<file path="config.mk">
export PLATFORM = sky130hd
export DESIGN_NAME = mem_arbiter
export DESIGN_NICKNAME = d
export VERILOG_FILES = /design/src/rtl/mem_arbiter.sv
export SDC_FILE = /design/constraint.sdc
export NUM_CORES = 1
export LEC_CHECK = 0
export CORE_MARGIN = 4
export CORE_UTILIZATION = 45
export DETAILED_ROUTE_END_ITERATION = 12
export DONT_BUFFER_PORTS = 1
export PLACE_DENSITY = 0.59
export SKIP_LAST_GASP = 1
export SYNTH_ARGS = -nofsm -noshare
export SYNTH_HDL_FRONTEND = slang
export SYNTH_SLANG_ARGS = --single-unit
</file>
<file path="constraint.sdc">
create_clock -name clk -period 1.5 [get_ports clk]
set_clock_uncertainty 0.1 [all_clocks]
set_input_delay 0.225 -clock clk [delete_from_list [all_inputs] [get_ports clk]]
set_output_delay 0.225 -clock clk [all_outputs]
set_load 0.01 [all_outputs]
</file>
<file path="src/rtl/mem_arbiter.sv">
// mem_arbiter: round-robin arbiter sharing one synchronous-read data RAM between the CPU
// datapath and a DMA/program-loader master.
//
// Every granted access runs IDLE -> ISSUE -> WAIT -> IDLE. The ack pulse and the read data
// come from registers and are visible in the IDLE cycle that follows WAIT.
//
// Ports:
//   clk, reset              system clock; synchronous active-high reset
//   cpu_req/write/addr/wdata CPU request (level, held until cpu_ack)
//   cpu_rdata, cpu_ack      registered read data and one-cycle completion pulse
//   dma_*                   same set for the DMA/loader port
//   mem_addr/wdata/write    RAM address, write data and write strobe (from latched request)
//   mem_rdata               RAM read data, valid one cycle after the address
//   owner                   current owner: 00 none, 01 CPU, 10 DMA
module mem_arbiter #(
    parameter int unsigned ADDR_W = 8,
    parameter int unsigned DATA_W = 8
) (
    input  logic              clk,
    input  logic              reset,
    input  logic              cpu_req,
    input  logic              cpu_write,
    input  logic [ADDR_W-1:0] cpu_addr,
    input  logic [DATA_W-1:0] cpu_wdata,
    output logic [DATA_W-1:0] cpu_rdata,
    output logic              cpu_ack,
    input  logic              dma_req,
    input  logic              dma_write,
    input  logic [ADDR_W-1:0] dma_addr,
    input  logic [DATA_W-1:0] dma_wdata,
    output logic [DATA_W-1:0] dma_rdata,
    output logic              dma_ack,
    output logic [ADDR_W-1:0] mem_addr,
    output logic [DATA_W-1:0] mem_wdata,
    output logic              mem_write,
    input  logic [DATA_W-1:0] mem_rdata,
    output logic [1:0]        owner
);

    typedef enum logic [1:0] {StIdle, StIssue, StWait} state_e;

    localparam logic [1:0] OwnerNone = 2'b00;
    localparam logic [1:0] OwnerCpu  = 2'b01;
    localparam logic [1:0] OwnerDma  = 2'b10;

    state_e              state_q, state_d;
    logic [1:0]          owner_q, owner_d;
    logic                last_dma_q, last_dma_d;  // 1: DMA was granted most recently
    logic [ADDR_W-1:0]   addr_q, addr_d;
    logic [DATA_W-1:0]   wdata_q, wdata_d;
    logic                write_q, write_d;
    logic                cpu_ack_q, cpu_ack_d;
    logic                dma_ack_q, dma_ack_d;
    logic [DATA_W-1:0]   cpu_rdata_q, cpu_rdata_d;
    logic [DATA_W-1:0]   dma_rdata_q, dma_rdata_d;

    logic cpu_eff, dma_eff;
    logic grant_cpu, grant_dma;

    // A master's request is still high in its own ack cycle; mask it so it is not re-granted.
    assign cpu_eff = cpu_req & ~cpu_ack_q;
    assign dma_eff = dma_req & ~dma_ack_q;

    // On a tie, the port that was not granted last wins.
    assign grant_cpu = cpu_eff & (~dma_eff | last_dma_q);
    assign grant_dma = dma_eff & (~cpu_eff | ~last_dma_q);

    always_comb begin
        state_d     = state_q;
        owner_d     = owner_q;
        last_dma_d  = last_dma_q;
        addr_d      = addr_q;
        wdata_d     = wdata_q;
        write_d     = write_q;
        cpu_ack_d   = 1'b0;
        dma_ack_d   = 1'b0;
        cpu_rdata_d = cpu_rdata_q;
        dma_rdata_d = dma_rdata_q;

        unique case (state_q)
            StIdle: begin
                if (grant_cpu) begin
                    addr_d     = cpu_addr;
                    wdata_d    = cpu_wdata;
                    write_d    = cpu_write;
                    owner_d    = OwnerCpu;
                    last_dma_d = 1'b0;
                    state_d    = StIssue;
                end else if (grant_dma) begin
                    addr_d     = dma_addr;
                    wdata_d    = dma_wdata;
                    write_d    = dma_write;
                    owner_d    = OwnerDma;
                    last_dma_d = 1'b1;
                    state_d    = StIssue;
                end
            end
            StIssue: begin
                state_d = StWait;
            end
            StWait: begin
                if (owner_q == OwnerCpu) begin
                    cpu_ack_d = 1'b1;
                    if (!write_q) begin
                        cpu_rdata_d = mem_rdata;
                    end
                end else if (owner_q == OwnerDma) begin
                    dma_ack_d = 1'b1;
                    if (!write_q) begin
                        dma_rdata_d = mem_rdata;
                    end
                end
                owner_d = OwnerNone;
                state_d = StIdle;
            end
            default: begin
                state_d = StIdle;
            end
        endcase
    end

    always_ff @(posedge clk) begin
        if (reset) begin
            state_q     <= StIdle;
            owner_q     <= OwnerNone;
            last_dma_q  <= 1'b1;
            addr_q      <= '0;
            wdata_q     <= '0;
            write_q     <= 1'b0;
            cpu_ack_q   <= 1'b0;
            dma_ack_q   <= 1'b0;
            cpu_rdata_q <= '0;
            dma_rdata_q <= '0;
        end else begin
            state_q     <= state_d;
            owner_q     <= owner_d;
            last_dma_q  <= last_dma_d;
            addr_q      <= addr_d;
            wdata_q     <= wdata_d;
            write_q     <= write_d;
            cpu_ack_q   <= cpu_ack_d;
            dma_ack_q   <= dma_ack_d;
            cpu_rdata_q <= cpu_rdata_d;
            dma_rdata_q <= dma_rdata_d;
        end
    end

    // Strobe is decoded from state, so a write in ISSUE still lands even if reset is high.
    assign mem_write = (state_q == StIssue) & write_q;
    assign mem_addr  = addr_q;
    assign mem_wdata = wdata_q;
    assign cpu_ack   = cpu_ack_q;
    assign dma_ack   = dma_ack_q;
    assign cpu_rdata = cpu_rdata_q;
    assign dma_rdata = dma_rdata_q;
    assign owner     = owner_q;

endmodule

</file>
; Word-level counts from Yosys, hierarchy flattened
; Cells that the tools add are included.
[word_totals]
regBits = 40
elab_cells = 55
[op_classes]
bitwise = 15
muxes = 16
n_eq_ne = 5
reduce_logical = 9
[ops]
columns = operator, n
row1 = $mux W8, 4
row2 = $mux W2, 4
row3 = $not A1 Y1, 8
row4 = $pmux W2 S2, 2
row5 = $mux W1, 6
row6 = $and A1 B1 Y1, 5
row7 = $eq A2 B1 Y1 const B, 2
row8 = $eq A2 B2 Y1 const B, 2
row9 = $reduce_and A2 Y1, 2
row10 = $reduce_and A4 Y1, 1
row11 = $reduce_bool A2 Y1, 2
row12 = $ne A3 B3 Y1 const B, 1
row13 = $reduce_and A3 Y1, 1
row14 = $reduce_or A3 Y1, 1
row15 = $logic_not A2 Y1, 1
row16 = $or A1 B1 Y1, 2
row17 = $reduce_or A2 Y1, 1

; Longest topological paths before layout
[depth]
word_depth = 8
mapped_depth = 7
depth_no_buf = 4

; Least setup slack after synthesis
; OpenSTA, ideal clock, no wires.
[synth_timing]
kind = register -> register
startpoint = register dma_ack_q, in the netlist dma_ack
endpoint = register wdata_q[1], in the netlist mem_wdata[1]
n_path_buf = 2
slack_ns = -0.045
synth_period_minus_slack_ns = 1.545
required_time_ns = 1.266
setup_ns = 0.134
stages_incl_launch_ff = 7
t_arrival_ns = 1.310
path_cell_list = dfxtp_1 -> or3b_4 -> and2_4 -> buf_6 -> buf_8 -> a21oi_1 -> a211oi_1
[synth_via]
elab_chain_len = 7
[synth_rtl]
columns = element, line
row1 = start: declaration, 53  ; logic dma_ack_q, dma_ack_d;
row2 = start signal: assignment, 142  ; dma_ack_q <= dma_ack_d;
row3 = $not A1 Y1 *, 62  ; assign dma_eff = dma_req & ~dma_ack_q;
row4 = $and A1 B1 Y1 *, 62
row5 = $not A1 Y1, 65  ; assign grant_cpu = cpu_eff & (~dma_eff | last_dma_q);
row6 = $or A1 B1 Y1, 65
row7 = $and A1 B1 Y1, 65
row8 = $reduce_bool A2 Y1 (no source line), n/a
row9 = $reduce_and A2 Y1 (no source line), n/a
row10 = end signal: assignment, 139  ; wdata_q <= wdata_d;
row11 = end: declaration, 50  ; logic [DATA_W-1:0] wdata_q, wdata_d;
; Mark *: on every way between the ends. The rest lies on a longest branch, timed or not.
; A chain may end at the register's enable or synchronous reset.

; Worst setup path after layout
[layout_timing]
startpoint = register dma_ack_q, in the netlist dma_ack
endpoint = register addr_q[5], in the netlist mem_addr[5]
[layout_via]
elab_chain_len = 7
[layout_rtl]
columns = element, line
row1 = $not A1 Y1 *, 62
row2 = $and A1 B1 Y1 *, 62
row3 = $not A1 Y1, 65
row4 = $or A1 B1 Y1, 65
row5 = $and A1 B1 Y1, 65
row6 = $reduce_bool A2 Y1 (no source line), n/a
row7 = $reduce_and A2 Y1 (no source line), n/a
row8 = end signal: assignment, 138  ; addr_q <= addr_d;
row9 = end: declaration, 49  ; logic [ADDR_W-1:0] addr_q, addr_d;
; Marks and branches as above.

==> results.sh <==
export IMPL_cts_tree="done"
export IMPL_synth_distinct_cells=32
export IMPL_seq_area_um2=802
export IMPL_slew_violations=0
export IMPL_worstMarginPinSlew_ns=0.214
export IMPL_max_freq_mhz=693
export IMPL_syn_nets=226
export IMPL_vias=1359
export IMPL_yosys_area_share_simple=0.204
export IMPL_critPathLaunchType="flop"
export IMPL_synth_area_leaders="dfxtp_1, mux2i_1, nor2_1"
export IMPL_final_common_cell="dfxtp_1"
export IMPL_synth_compound_gate_area_share=0.163
export IMPL_syn_area_um2=1650
export IMPL_synthMuxAreaShare=0.0973
export IMPL_die_x_um=68.5
export IMPL_row_count=21
export IMPL_final_util=0.635
export IMPL_finalInstanceArea_um2=2190
export IMPL_synth_adder_area_share=0
export IMPL_seq_area_frac_synth=0.487
export IMPL_cp_required_ns=1.57
export IMPL_critPathArrivalTime_ns=1.51
export IMPL_initial_core_util=0.478
export IMPL_drt_wl_total_um=3910
export IMPL_area_growth_pct=32.9
export IMPL_ant_nets=0
export IMPL_ir_worst_vdd_v=0.000721
export IMPL_hold_viol_final=0
export IMPL_die_area_um2=4690
export IMPL_die_h_um=68.5
export IMPL_cts_root_buffer="clkbuf_8"
export IMPL_vias_per_cell=5.23
export IMPL_antenna_found_initial=0
export IMPL_endpoint_kind="flop"
export IMPL_clk_pin_slew_ns=0.07
export IMPL_clkSinkCount=40
export IMPL_boundaryPins=83
export IMPL_drc_errors=0
export IMPL_slowest_stage="or3b_4"
export IMPL_path_max_fanout=9
export IMPL_grt_pass1_vias=1326
export IMPL_drv_cap=0
export IMPL_yosysWarnings=0
export IMPL_worstSetupPathType="flop to flop"
export IMPL_wl_per_cell_um=15.0
export IMPL_coreArea_um2=3440
export IMPL_status="finished clean"
export IMPL_p_leak_nw=0.886
export IMPL_max_stage_delay_ns=0.44
export IMPL_period_needed_ns=1.44
export IMPL_htreeDepth=2
export IMPL_slew_headroom=0.856
export IMPL_synth_area_per_cell_um2=9.14
export IMPL_ys_ff_latch=40
export IMPL_clockBufferDepth=2
export IMPL_multi_input_area_um2=818
export IMPL_async_reset_ff_frac=0
export IMPL_rsz0062_at_grt="yes"
export IMPL_fin_crit_sh=0.962
export IMPL_synth_top_area_cell="dfxtp_1"
export IMPL_port_buffers=0
export IMPL_dr_pass1_iters=4
export IMPL_drt_iter0_markers=51
export IMPL_nets=259
export IMPL_place_congestion=0.670
export IMPL_yosysTopAreaCellShare=0.487
export IMPL_grt_pass1_wl_um=5780
export IMPL_hold_path_class="input pin to flop"
export IMPL_drive_above_1_share=0.182
export IMPL_synth_xor_area_frac=0
export IMPL_whs_ns=0.00476
export IMPL_grt_max_degree=40
export IMPL_dpl_cell_area_um2=1730
export IMPL_timing_critical_path_cells="or3b_4 > and2_4 > a21oi_1 > a211oi_1"
export IMPL_cts_made_buffers=5
export IMPL_hpwl_um=2660
export IMPL_synth_edf_count=0
export IMPL_grt_overflow_total=0
export IMPL_final_setup_viol_count=0
export IMPL_pwr_density_cell_nw_per_um2=1150
export IMPL_synthFlopType="dfxtp_1"
export IMPL_insertion_delay_ns=0.28
export IMPL_layout_common_cells="dfxtp_1, nor2_1, dlygate4sd3_1"
export IMPL_finalSetupTns_ns=0
export IMPL_synth_top_family_by_area="simple AND/OR/NAND/NOR gates"
export IMPL_track_usage=0.167
export IMPL_n_antenna_cell=0
export IMPL_synth_cells=180
export IMPL_fillers=264
==> cells by family (layout without fill, tap and decap cells) <==
group / count (synthesis) / count (layout)
compound gates: 40 / 40
buf+inv: 12 / 45
simple gates: 72 / 73
mux: 16 / 16
flops: 40 / 40
==> metal layers <==
metal,global-route usage,up-vias,wire (um)
met2,0.308,59,2060
met3,0.0608,4,374
li1,-,684,-
met1,0.165,612,1440
met5,0,-,0
met4,0.0720,0,34
==> synth_stat cells, types with 2 or more instances <==
master	count
a21oi_1	16
a21oi_2	2
clkbuf_1	4
mux2i_1	16
a211oi_1	17
nor2b_1	2
nand2b_1	2
nor3b_1	2
nand2_1	19
buf_4	4
nor2_1	36
dfxtp_1	40
==> layout make-up <==
cell class,instances,share of cell area
multi-input combinational,129,0.374
timing repair buffer,37,0.175
tap,46,0.0263
clock buffer,7,0.0441
sequential,40,0.367
clock inverter,1,0.0137
==> worst paths after layout <==
check | startpoint | to | slack [ns] | depth (start not counted)
max | dma_ack | mem_addr[5] | 0.06 | 4
min reg2reg | owner[0] | owner[0] | 0.44 | 2
min | mem_rdata[4] | cpu_rdata[4] | 0.005 | 2
max reg2reg | dma_ack | mem_addr[5] | 0.06 | 4
==> per-stage QoR <==
stage	std cells	setup WS, ns	power [mW]
floorplan	180	-0.00936	1.46
global placement	223	0.0501	1.50
detailed placement	223	-0.0464	1.52
CTS	257	0.0333	2.53
global route	260	-0.0275	2.62
finish	260	0.0570	2.51
==> sequential cells by signal, summed over array words and instances, names as in the netlist, 2 cells and up <==
signal,flops
cpu_rdata,8
dma_rdata,8
mem_addr,8
mem_wdata,8
owner,2
state_q,2
==> critical path: cells and delay by family (launching register included) <==
family           cells  cell delay [ns]
AND/OR/NAND/NOR      2             0.64
flip-flops           1             0.33
AO/OA/AOI/OAI        2             0.26
==> repair_timing <==
action	4_1_cts	5_1_grt
endpoints found under the hold margin	39	0
hold buffers	26	0
setup buffers	0	2
gates cloned	0	1
setup endpoints to repair	6	26
resized for setup	1	5
pin swaps	0	1
==> where the power goes <==
part	internal, mW	switching [mW]
registers	1.13	0.0794
logic	0.183	0.186
clock network	0.587	0.346
Power figures use the tool's default switching activity.
